`config.mk`:
```
export PLATFORM = sky130hd
export DESIGN_NAME = booth_product_acc
export DESIGN_NICKNAME = d
export VERILOG_FILES = /design/src/rtl/booth_pkg.sv /design/src/rtl/sat_add.sv /design/src/rtl/booth_product_acc.sv
export SDC_FILE = /design/constraint.sdc
export NUM_CORES = 1
export LEC_CHECK = 0
export CELL_PAD_IN_SITES_DETAIL_PLACEMENT = 1
export CELL_PAD_IN_SITES_GLOBAL_PLACEMENT = 1
export CORE_AREA = 5 5 99 101
export DETAILED_ROUTE_END_ITERATION = 8
export DIE_AREA = 0 0 104 106
export GPL_TIMING_DRIVEN = 0
export PLACE_DENSITY_LB_ADDON = 0.1
export SLEW_MARGIN = 30
export SYNTH_ARGS = -nofsm -noshare
export SYNTH_HDL_FRONTEND = slang
export SYNTH_SLANG_ARGS = --single-unit
```
`constraint.sdc`:
```
create_clock -name clk -period 3.34 [get_ports clk]
set_clock_uncertainty 0.05 [all_clocks]
set_input_delay 0.668 -clock clk [delete_from_list [all_inputs] [get_ports clk]]
set_output_delay 0.668 -clock clk [all_outputs]
set_load 0.02 [all_outputs]
```
`src/rtl/booth_pkg.sv`:
```
`default_nettype none
// ============================================================================
// Module   : booth_pkg
// Purpose  : Shared definitions for the Booth multiplier / product accumulator
//            datapath: default widths, accumulator saturation limits and the
//            accumulator FSM state encoding.
// Ports    : none (package)
// Revision : 1.0 - initial release
// ============================================================================
package booth_pkg;

  // Default widths shared with the 8x8 sequential Booth multiplier.
  localparam int PROD_W_DEF = 16;
  localparam int ACC_W_DEF  = 24;
  localparam int CNT_W_DEF  = 8;

  // Saturation limits for the default accumulator width.
  localparam logic [ACC_W_DEF-1:0] ACC_MAX_DEF = {1'b0, {(ACC_W_DEF-1){1'b1}}};
  localparam logic [ACC_W_DEF-1:0] ACC_MIN_DEF = {1'b1, {(ACC_W_DEF-1){1'b0}}};

  // Accumulator job FSM.
  typedef enum logic [1:0] {
    ST_IDLE = 2'd0,
    ST_ACC  = 2'd1,
    ST_DONE = 2'd2
  } acc_state_e;

endpackage
`default_nettype wire

```
`src/rtl/sat_add.sv`:
```
`default_nettype none
// ============================================================================
// Module   : sat_add
// Purpose  : Combinational signed add of a sign-extended IN_W operand onto an
//            ACC_W accumulator value, clamped to the ACC_W signed range.
// Ports    : acc_i [ACC_W] - current accumulator value (signed)
//            add_i [IN_W]  - operand to add (signed, sign-extended)
//            sum_o [ACC_W] - clamped sum (signed)
//            sat_o         - high when the sum was clamped
// Revision : 1.0 - initial release
// ============================================================================
module sat_add
  import booth_pkg::*;
#(
  parameter int IN_W  = PROD_W_DEF,
  parameter int ACC_W = ACC_W_DEF
) (
  input  logic [ACC_W-1:0] acc_i,
  input  logic [IN_W-1:0]  add_i,
  output logic [ACC_W-1:0] sum_o,
  output logic             sat_o
);

  localparam logic [ACC_W-1:0] ACC_MAX = {1'b0, {(ACC_W-1){1'b1}}};
  localparam logic [ACC_W-1:0] ACC_MIN = {1'b1, {(ACC_W-1){1'b0}}};

  // One guard bit is enough: ACC_W >= IN_W+1, so the true sum of two in-range
  // values always fits in ACC_W+1 bits.
  logic [ACC_W:0] w_wide;

  always_comb begin
    w_wide = {acc_i[ACC_W-1], acc_i} + {{(ACC_W+1-IN_W){add_i[IN_W-1]}}, add_i};
    sum_o  = w_wide[ACC_W-1:0];
    sat_o  = 1'b0;
    // Guard bit disagreeing with the ACC_W sign bit means out of range;
    // the guard bit carries the true sign and picks the clamp direction.
    if (w_wide[ACC_W] != w_wide[ACC_W-1]) begin
      sat_o = 1'b1;
      sum_o = w_wide[ACC_W] ? ACC_MIN : ACC_MAX;
    end
  end

endmodule
`default_nettype wire

```
`src/rtl/booth_product_acc.sv`:
```
`default_nettype none
// ============================================================================
// Module   : booth_product_acc
// Purpose  : Accumulates a programmed number of signed products from the
//            Booth multiplier into a saturating signed sum and presents the
//            result on a valid/ready port.
// Ports    : clk, rst          - clock, synchronous active-high reset
//            start, len        - begin a job of len products (IDLE only)
//            in_valid/in_ready/in_prod   - product stream
//            out_valid/out_ready/out_sum/out_sat - job result
//            busy              - job in progress or result pending
// Revision : 1.0 - initial release
// ============================================================================
module booth_product_acc
  import booth_pkg::*;
#(
  parameter int PROD_W = PROD_W_DEF,
  parameter int ACC_W  = ACC_W_DEF,
  parameter int CNT_W  = CNT_W_DEF
) (
  input  logic              clk,
  input  logic              rst,
  input  logic              start,
  input  logic [CNT_W-1:0]  len,
  input  logic              in_valid,
  output logic              in_ready,
  input  logic [PROD_W-1:0] in_prod,
  output logic              out_valid,
  input  logic              out_ready,
  output logic [ACC_W-1:0]  out_sum,
  output logic              out_sat,
  output logic              busy
);

  acc_state_e       state_q, state_d;
  logic [ACC_W-1:0] acc_q,   acc_d;
  logic [CNT_W-1:0] cnt_q,   cnt_d;
  logic [CNT_W-1:0] len_q,   len_d;
  logic             sat_q,   sat_d;

  logic [ACC_W-1:0] sum_w;
  logic             sat_w;
  logic             xfer_w;

  sat_add #(
    .IN_W  (PROD_W),
    .ACC_W (ACC_W)
  ) u_sat_add (
    .acc_i (acc_q),
    .add_i (in_prod),
    .sum_o (sum_w),
    .sat_o (sat_w)
  );

  // Outputs decode directly from registered state, so they are glitch-free.
  assign in_ready  = (state_q == ST_ACC);
  assign out_valid = (state_q == ST_DONE);
  assign busy      = (state_q != ST_IDLE);
  assign out_sum   = out_valid ? acc_q : '0;
  assign out_sat   = out_valid & sat_q;

  assign xfer_w = in_valid & in_ready;

  always_comb begin
    state_d = state_q;
    acc_d   = acc_q;
    cnt_d   = cnt_q;
    len_d   = len_q;
    sat_d   = sat_q;
    unique case (state_q)
      ST_IDLE: begin
        if (start) begin
          acc_d = '0;
          cnt_d = '0;
          sat_d = 1'b0;
          len_d = len;
          // An empty job reports a zero result straight away.
          state_d = (len == '0) ? ST_DONE : ST_ACC;
        end
      end
      ST_ACC: begin
        if (xfer_w) begin
          acc_d = sum_w;
          sat_d = sat_q | sat_w;
          cnt_d = cnt_q + CNT_W'(1);
          // len_q is non-zero here, so len_q-1 cannot underflow.
          if (cnt_q == len_q - CNT_W'(1)) begin
            state_d = ST_DONE;
          end
        end
      end
      ST_DONE: begin
        if (out_ready) begin
          state_d = ST_IDLE;
        end
      end
      default: state_d = ST_IDLE;
    endcase
  end

  always_ff @(posedge clk) begin
    if (rst) begin
      state_q <= ST_IDLE;
      acc_q   <= '0;
      cnt_q   <= '0;
      len_q   <= '0;
      sat_q   <= 1'b0;
    end else begin
      state_q <= state_d;
      acc_q   <= acc_d;
      cnt_q   <= cnt_d;
      len_q   <= len_d;
      sat_q   <= sat_d;
    end
  end

endmodule
`default_nettype wire

```
==> impl_results.html <==
<table>
<tr><th>Metric</th><th>Value</th></tr>
<tr><th colspan="2">Critical path</th></tr>
<tr><td>Arrival time reported for the critical path endpoint</td><td>3.36 ns</td></tr>
<tr><td>CP Data Required Time</td><td>3.50 ns</td></tr>
<tr><td>Top fanout value on the critical path</td><td>9</td></tr>
<tr><td>Element type at the critical path start</td><td>input port</td></tr>
<tr><td>Setup CP Type</td><td>in -&gt; reg</td></tr>
<tr><td>Worst-case register-to-register setup slack</td><td>0.44 ns</td></tr>
<tr><td>Number of cell instances on the worst register-to-register path</td><td>12</td></tr>
<tr><td>Critical Path Sink Type</td><td>register</td></tr>
<tr><th colspan="2">Synth</th></tr>
<tr><td>Post-synthesis net count</td><td>479</td></tr>
<tr><td>Number of flops mapped to enable cells by yosys</td><td>0</td></tr>
<tr><td>Average size of a mapped cell</td><td>8.075 sq um</td></tr>
<tr><td>Cell taking the most area after synthesis</td><td>sky130_fd_sc_hd__dfxtp_1</td></tr>
<tr><td>Mapped Cells</td><td>423</td></tr>
<tr><td>Synth unique cells</td><td>61</td></tr>
<tr><td>Post-synth top flop</td><td>sky130_fd_sc_hd__dfxtp_1</td></tr>
<tr><td>Post-synth ARST share</td><td>0%</td></tr>
<tr><td>Fraction of post-synthesis cell area in the top cell type by area</td><td>25.20%</td></tr>
<tr><td>Yosys reg bits</td><td>43</td></tr>
<tr><td>Total number of yosys warnings</td><td>0</td></tr>
<tr><td>Leading cell types by total area after synthesis</td><td>sky130_fd_sc_hd__dfxtp_1 25%, sky130_fd_sc_hd__ha_1 9.5%, sky130_fd_sc_hd__a21oi_1 5.6%</td></tr>
<tr><td>Share of the yosys chip area belonging to registers</td><td>25.20%</td></tr>
<tr><td>Cell area after synthesis</td><td>3416 sq um</td></tr>
<tr><th colspan="2">Timing</th></tr>
<tr><td>Setup ws final</td><td>0.1400 ns</td></tr>
<tr><td>Final Hold Viols</td><td>0</td></tr>
<tr><td>Final count of pins violating max slew</td><td>0</td></tr>
<tr><td>Unrepaired setup endpoints after global routing</td><td>true</td></tr>
<tr><td>Final worst path period need</td><td>3.200 ns</td></tr>
<tr><td>Share of the clock period used by the worst path after layout</td><td>95.81%</td></tr>
<tr><td>Worst-margin pin slew</td><td>0.9366 ns</td></tr>
<tr><td>Count of final setup violators</td><td>0</td></tr>
<tr><td>Maximum clock frequency</td><td>312.5 MHz</td></tr>
<tr><td>Slew margin rel.</td><td>37.33%</td></tr>
<tr><th colspan="2">Hold path</th></tr>
<tr><td>Number of cells on the worst hold path</td><td>2</td></tr>
<tr><td>Path category of the worst min-delay check</td><td>reg -&gt; reg</td></tr>
<tr><th colspan="2">Clocking</th></tr>
<tr><td>Clock slew at reported path FFs</td><td>0.10 ns</td></tr>
<tr><td>Maximum level of the CTS H-tree</td><td>2</td></tr>
<tr><td>CTS tree</td><td>built</td></tr>
<tr><td>Cell at the root of the clock tree</td><td>sky130_fd_sc_hd__clkbuf_8</td></tr>
<tr><td>Clock Path Buffers</td><td>2</td></tr>
<tr><td>Number of CTS-inserted buffers</td><td>5</td></tr>
<tr><td>Clk sink count</td><td>43</td></tr>
<tr><td>Skew-Pair Late Insertion Delay</td><td>0.31 ns</td></tr>
<tr><th colspan="2">Routing</th></tr>
<tr><td>Average wire per standard cell</td><td>17.78 microns</td></tr>
<tr><td>Initial DRC Count</td><td>78</td></tr>
<tr><td>Mean number of vias per cell</td><td>5.574</td></tr>
<tr><td>Length of the first detailed-routing pass in iterations</td><td>4</td></tr>
<tr><td>Post-route DRC violation count</td><td>0</td></tr>
<tr><td>Remaining antenna violation count after routing</td><td>0</td></tr>
<tr><td>Vias</td><td>3372</td></tr>
<tr><td>Total Routed Length</td><td>10.75 mm</td></tr>
<tr><th colspan="2">Power and ir drop</th></tr>
<tr><td>Total power consumption of the routed design</td><td>1.377 mW</td></tr>
<tr><td>Ratio of total power to cell area</td><td>314.6 nW/um^2</td></tr>
<tr><td>Leakage Power</td><td>1.764 nW</td></tr>
<tr><td>IR drop worst, VDD</td><td>0.0001487 V</td></tr>
<tr><th colspan="2">Floorplan</th></tr>
<tr><td>Num ports</td><td>57</td></tr>
<tr><td>Core area</td><td>8934 sq um</td></tr>
<tr><td>Chip height</td><td>106 microns</td></tr>
<tr><td>Full die area</td><td>11020 sq um</td></tr>
<tr><td>Chip width</td><td>104 microns</td></tr>
<tr><td>Row count</td><td>35</td></tr>
<tr><td>Effective utilization at floorplan</td><td>38.24%</td></tr>
<tr><th colspan="2">Layout</th></tr>
<tr><td>Most used cells in the layout excluding fill and tap cells</td><td>53 x sky130_fd_sc_hd__clkdlybuf4s50_1, 43 x sky130_fd_sc_hd__dfxtp_1, 37 x sky130_fd_sc_hd__a21oi_1</td></tr>
<tr><td>Most common library cell in the layout ignoring fill and taps</td><td>sky130_fd_sc_hd__clkdlybuf4s50_1</td></tr>
<tr><td>Share of the core filled with cells in the final layout</td><td>48.98%</td></tr>
<tr><td>Synthesis-to-layout area growth</td><td>28.10%</td></tr>
<tr><td>Fill cell count</td><td>1108</td></tr>
<tr><td>Number of diodes</td><td>0</td></tr>
<tr><td>Layout net count</td><td>549</td></tr>
<tr><td>Final Cell Area</td><td>4375 sq um</td></tr>
<tr><td>Share of layout cells above drive strength 1</td><td>10.53%</td></tr>
<tr><th colspan="2">Global route</th></tr>
<tr><td>Global-route wire length before repair</td><td>17.50 mm</td></tr>
<tr><td>Via count of the first global-routing pass</td><td>3610</td></tr>
<tr><td>Total global-route track usage</td><td>19.03%</td></tr>
<tr><td>Antenna violations before repair</td><td>0</td></tr>
<tr><td>Maximum number of pins on one net before global-route repair</td><td>16</td></tr>
<tr><td>Global route total overflow</td><td>0</td></tr>
<tr><th colspan="2">Placement</th></tr>
<tr><td>Post-DP HPWL</td><td>8.124 mm</td></tr>
<tr><td>Final RePlAce weighted congestion</td><td>0.8918</td></tr>
<tr><td>IO Port Bufs</td><td>56</td></tr>
<tr><td>Placement Cell Area</td><td>4115 sq um</td></tr>
<tr><td>Worst setup slack after placement</td><td>-0.6873 ns</td></tr>
<tr><th colspan="2">Run status</th></tr>
<tr><td>Run status</td><td>finished clean</td></tr>
<tr><th colspan="2">Job</th></tr>
<tr><td>Maximum capacitance violations</td><td>0</td></tr>
</table>
## layout make-up
class / instances / area, sq um / area share [%]
tap: 111 / 138.9 / 3.174
inverter: 5 / 18.77 / 0.4289
sequential: 43 / 860.8 / 19.67
clock buffer: 5 / 68.82 / 1.573
clock inverter: 3 / 23.77 / 0.5433
buffer: 17 / 92.59 / 2.116
multi-input combinational: 358 / 2535 / 57.94
timing repair buffer: 63 / 636.9 / 14.56
## synth_stat cells, types with 3 or more instances
library cell	instances
sky130_fd_sc_hd__inv_1	5
sky130_fd_sc_hd__nand2_1	31
sky130_fd_sc_hd__a21oi_1	38
sky130_fd_sc_hd__a211oi_2	3
sky130_fd_sc_hd__nor2_1	36
sky130_fd_sc_hd__a211o_1	4
sky130_fd_sc_hd__and3_1	5
sky130_fd_sc_hd__ha_1	26
sky130_fd_sc_hd__a22o_1	9
sky130_fd_sc_hd__o21ai_0	13
sky130_fd_sc_hd__or3_1	5
sky130_fd_sc_hd__clkbuf_1	11
sky130_fd_sc_hd__or2_2	5
sky130_fd_sc_hd__xnor2_1	13
sky130_fd_sc_hd__o21a_1	3
sky130_fd_sc_hd__and2_1	27
sky130_fd_sc_hd__o211ai_1	5
sky130_fd_sc_hd__nor2b_1	6
sky130_fd_sc_hd__a21o_1	11
sky130_fd_sc_hd__nand3_1	5
sky130_fd_sc_hd__a211oi_1	5
sky130_fd_sc_hd__nand2b_1	10
sky130_fd_sc_hd__nor3_1	6
sky130_fd_sc_hd__buf_2	4
sky130_fd_sc_hd__xor2_1	17
sky130_fd_sc_hd__mux2i_1	6
sky130_fd_sc_hd__a31oi_1	5
sky130_fd_sc_hd__nand4_1	7
sky130_fd_sc_hd__o21ai_1	17
sky130_fd_sc_hd__dfxtp_1	43
## layer usage
layer,vias up,routed length (microns),track usage [%]
li1,1678,-,-
met3,12,286,2.732
met1,1638,4783,23.58
met5,-,0,0
met4,0,151,5.828
met2,44,5533,33.97
## worst max-delay path, cell delays in order
cell	delay (ns)
sky130_fd_sc_hd__clkdlybuf4s50_1	0.41
sky130_fd_sc_hd__ha_1	0.37
sky130_fd_sc_hd__a21oi_1	0.24
sky130_fd_sc_hd__o21ai_0	0.15
sky130_fd_sc_hd__a311oi_2	0.35
sky130_fd_sc_hd__a21oi_2	0.13
sky130_fd_sc_hd__o41ai_2	0.39
sky130_fd_sc_hd__a21oi_4	0.11
sky130_fd_sc_hd__nor2b_1	0.15
sky130_fd_sc_hd__buf_4	0.18
sky130_fd_sc_hd__a22o_1	0.19
## registers in the layout, summed over array words and instances (netlist names)
name	flops
acc_q	24
cnt_q	8
len_q	8
sat_q	1
state_q	2
## cells by family after synthesis
kind of cell / after synthesis / synth area share [%]
buffers and inverters: 22 / 2.784
AO/OA/AOI/OAI: 133 / 26.74
flip-flops: 43 / 25.20
AND/OR/NAND/NOR: 160 / 24.91
adder cells (fa/ha/maj): 27 / 10.11
multiplexers: 7 / 2.088
XOR/XNOR: 31 / 8.169
## per-stage QoR
| stage | instances | hold slack [ns] | setup TNS, ns |
|---|---|---|---|
| 2_1_floorplan | 423 | 0.3785 | 0 |
| 5_1_grt | 605 | 0.4401 | -0.1239 |
| 3_3_place_gp | 590 | 0.4106 | -14.01 |
| 6_report | 605 | 0.4267 | 0 |
| 3_5_place_dp | 590 | 0.4146 | -14.57 |
| 4_1_cts | 602 | 0.4286 | 0 |
## final timing paths
check                    from        end
setup / recovery  in_prod[10]  acc_q[11]
hold / removal      acc_q[14]  acc_q[14]
setup reg to reg     acc_q[0]  acc_q[11]
hold reg to reg     acc_q[14]  acc_q[14]
## power by group
part           internal, mW  leakage, nW  total, mW  switching (mW)
combinational         0.192         1.37      0.442           0.250
sequential            0.537        0.349      0.562          0.0247
clock                 0.150       0.0408      0.372           0.222
## timing repair
action                     CTS  global route
hold buffers                 0             0
setup endpoints to repair   43            25
buffers inserted             4             2
pin swaps                    7             8
gates cloned                 0             1
gates resized for setup     12            11
No activity file was read; power rests on OpenSTA's default activity.
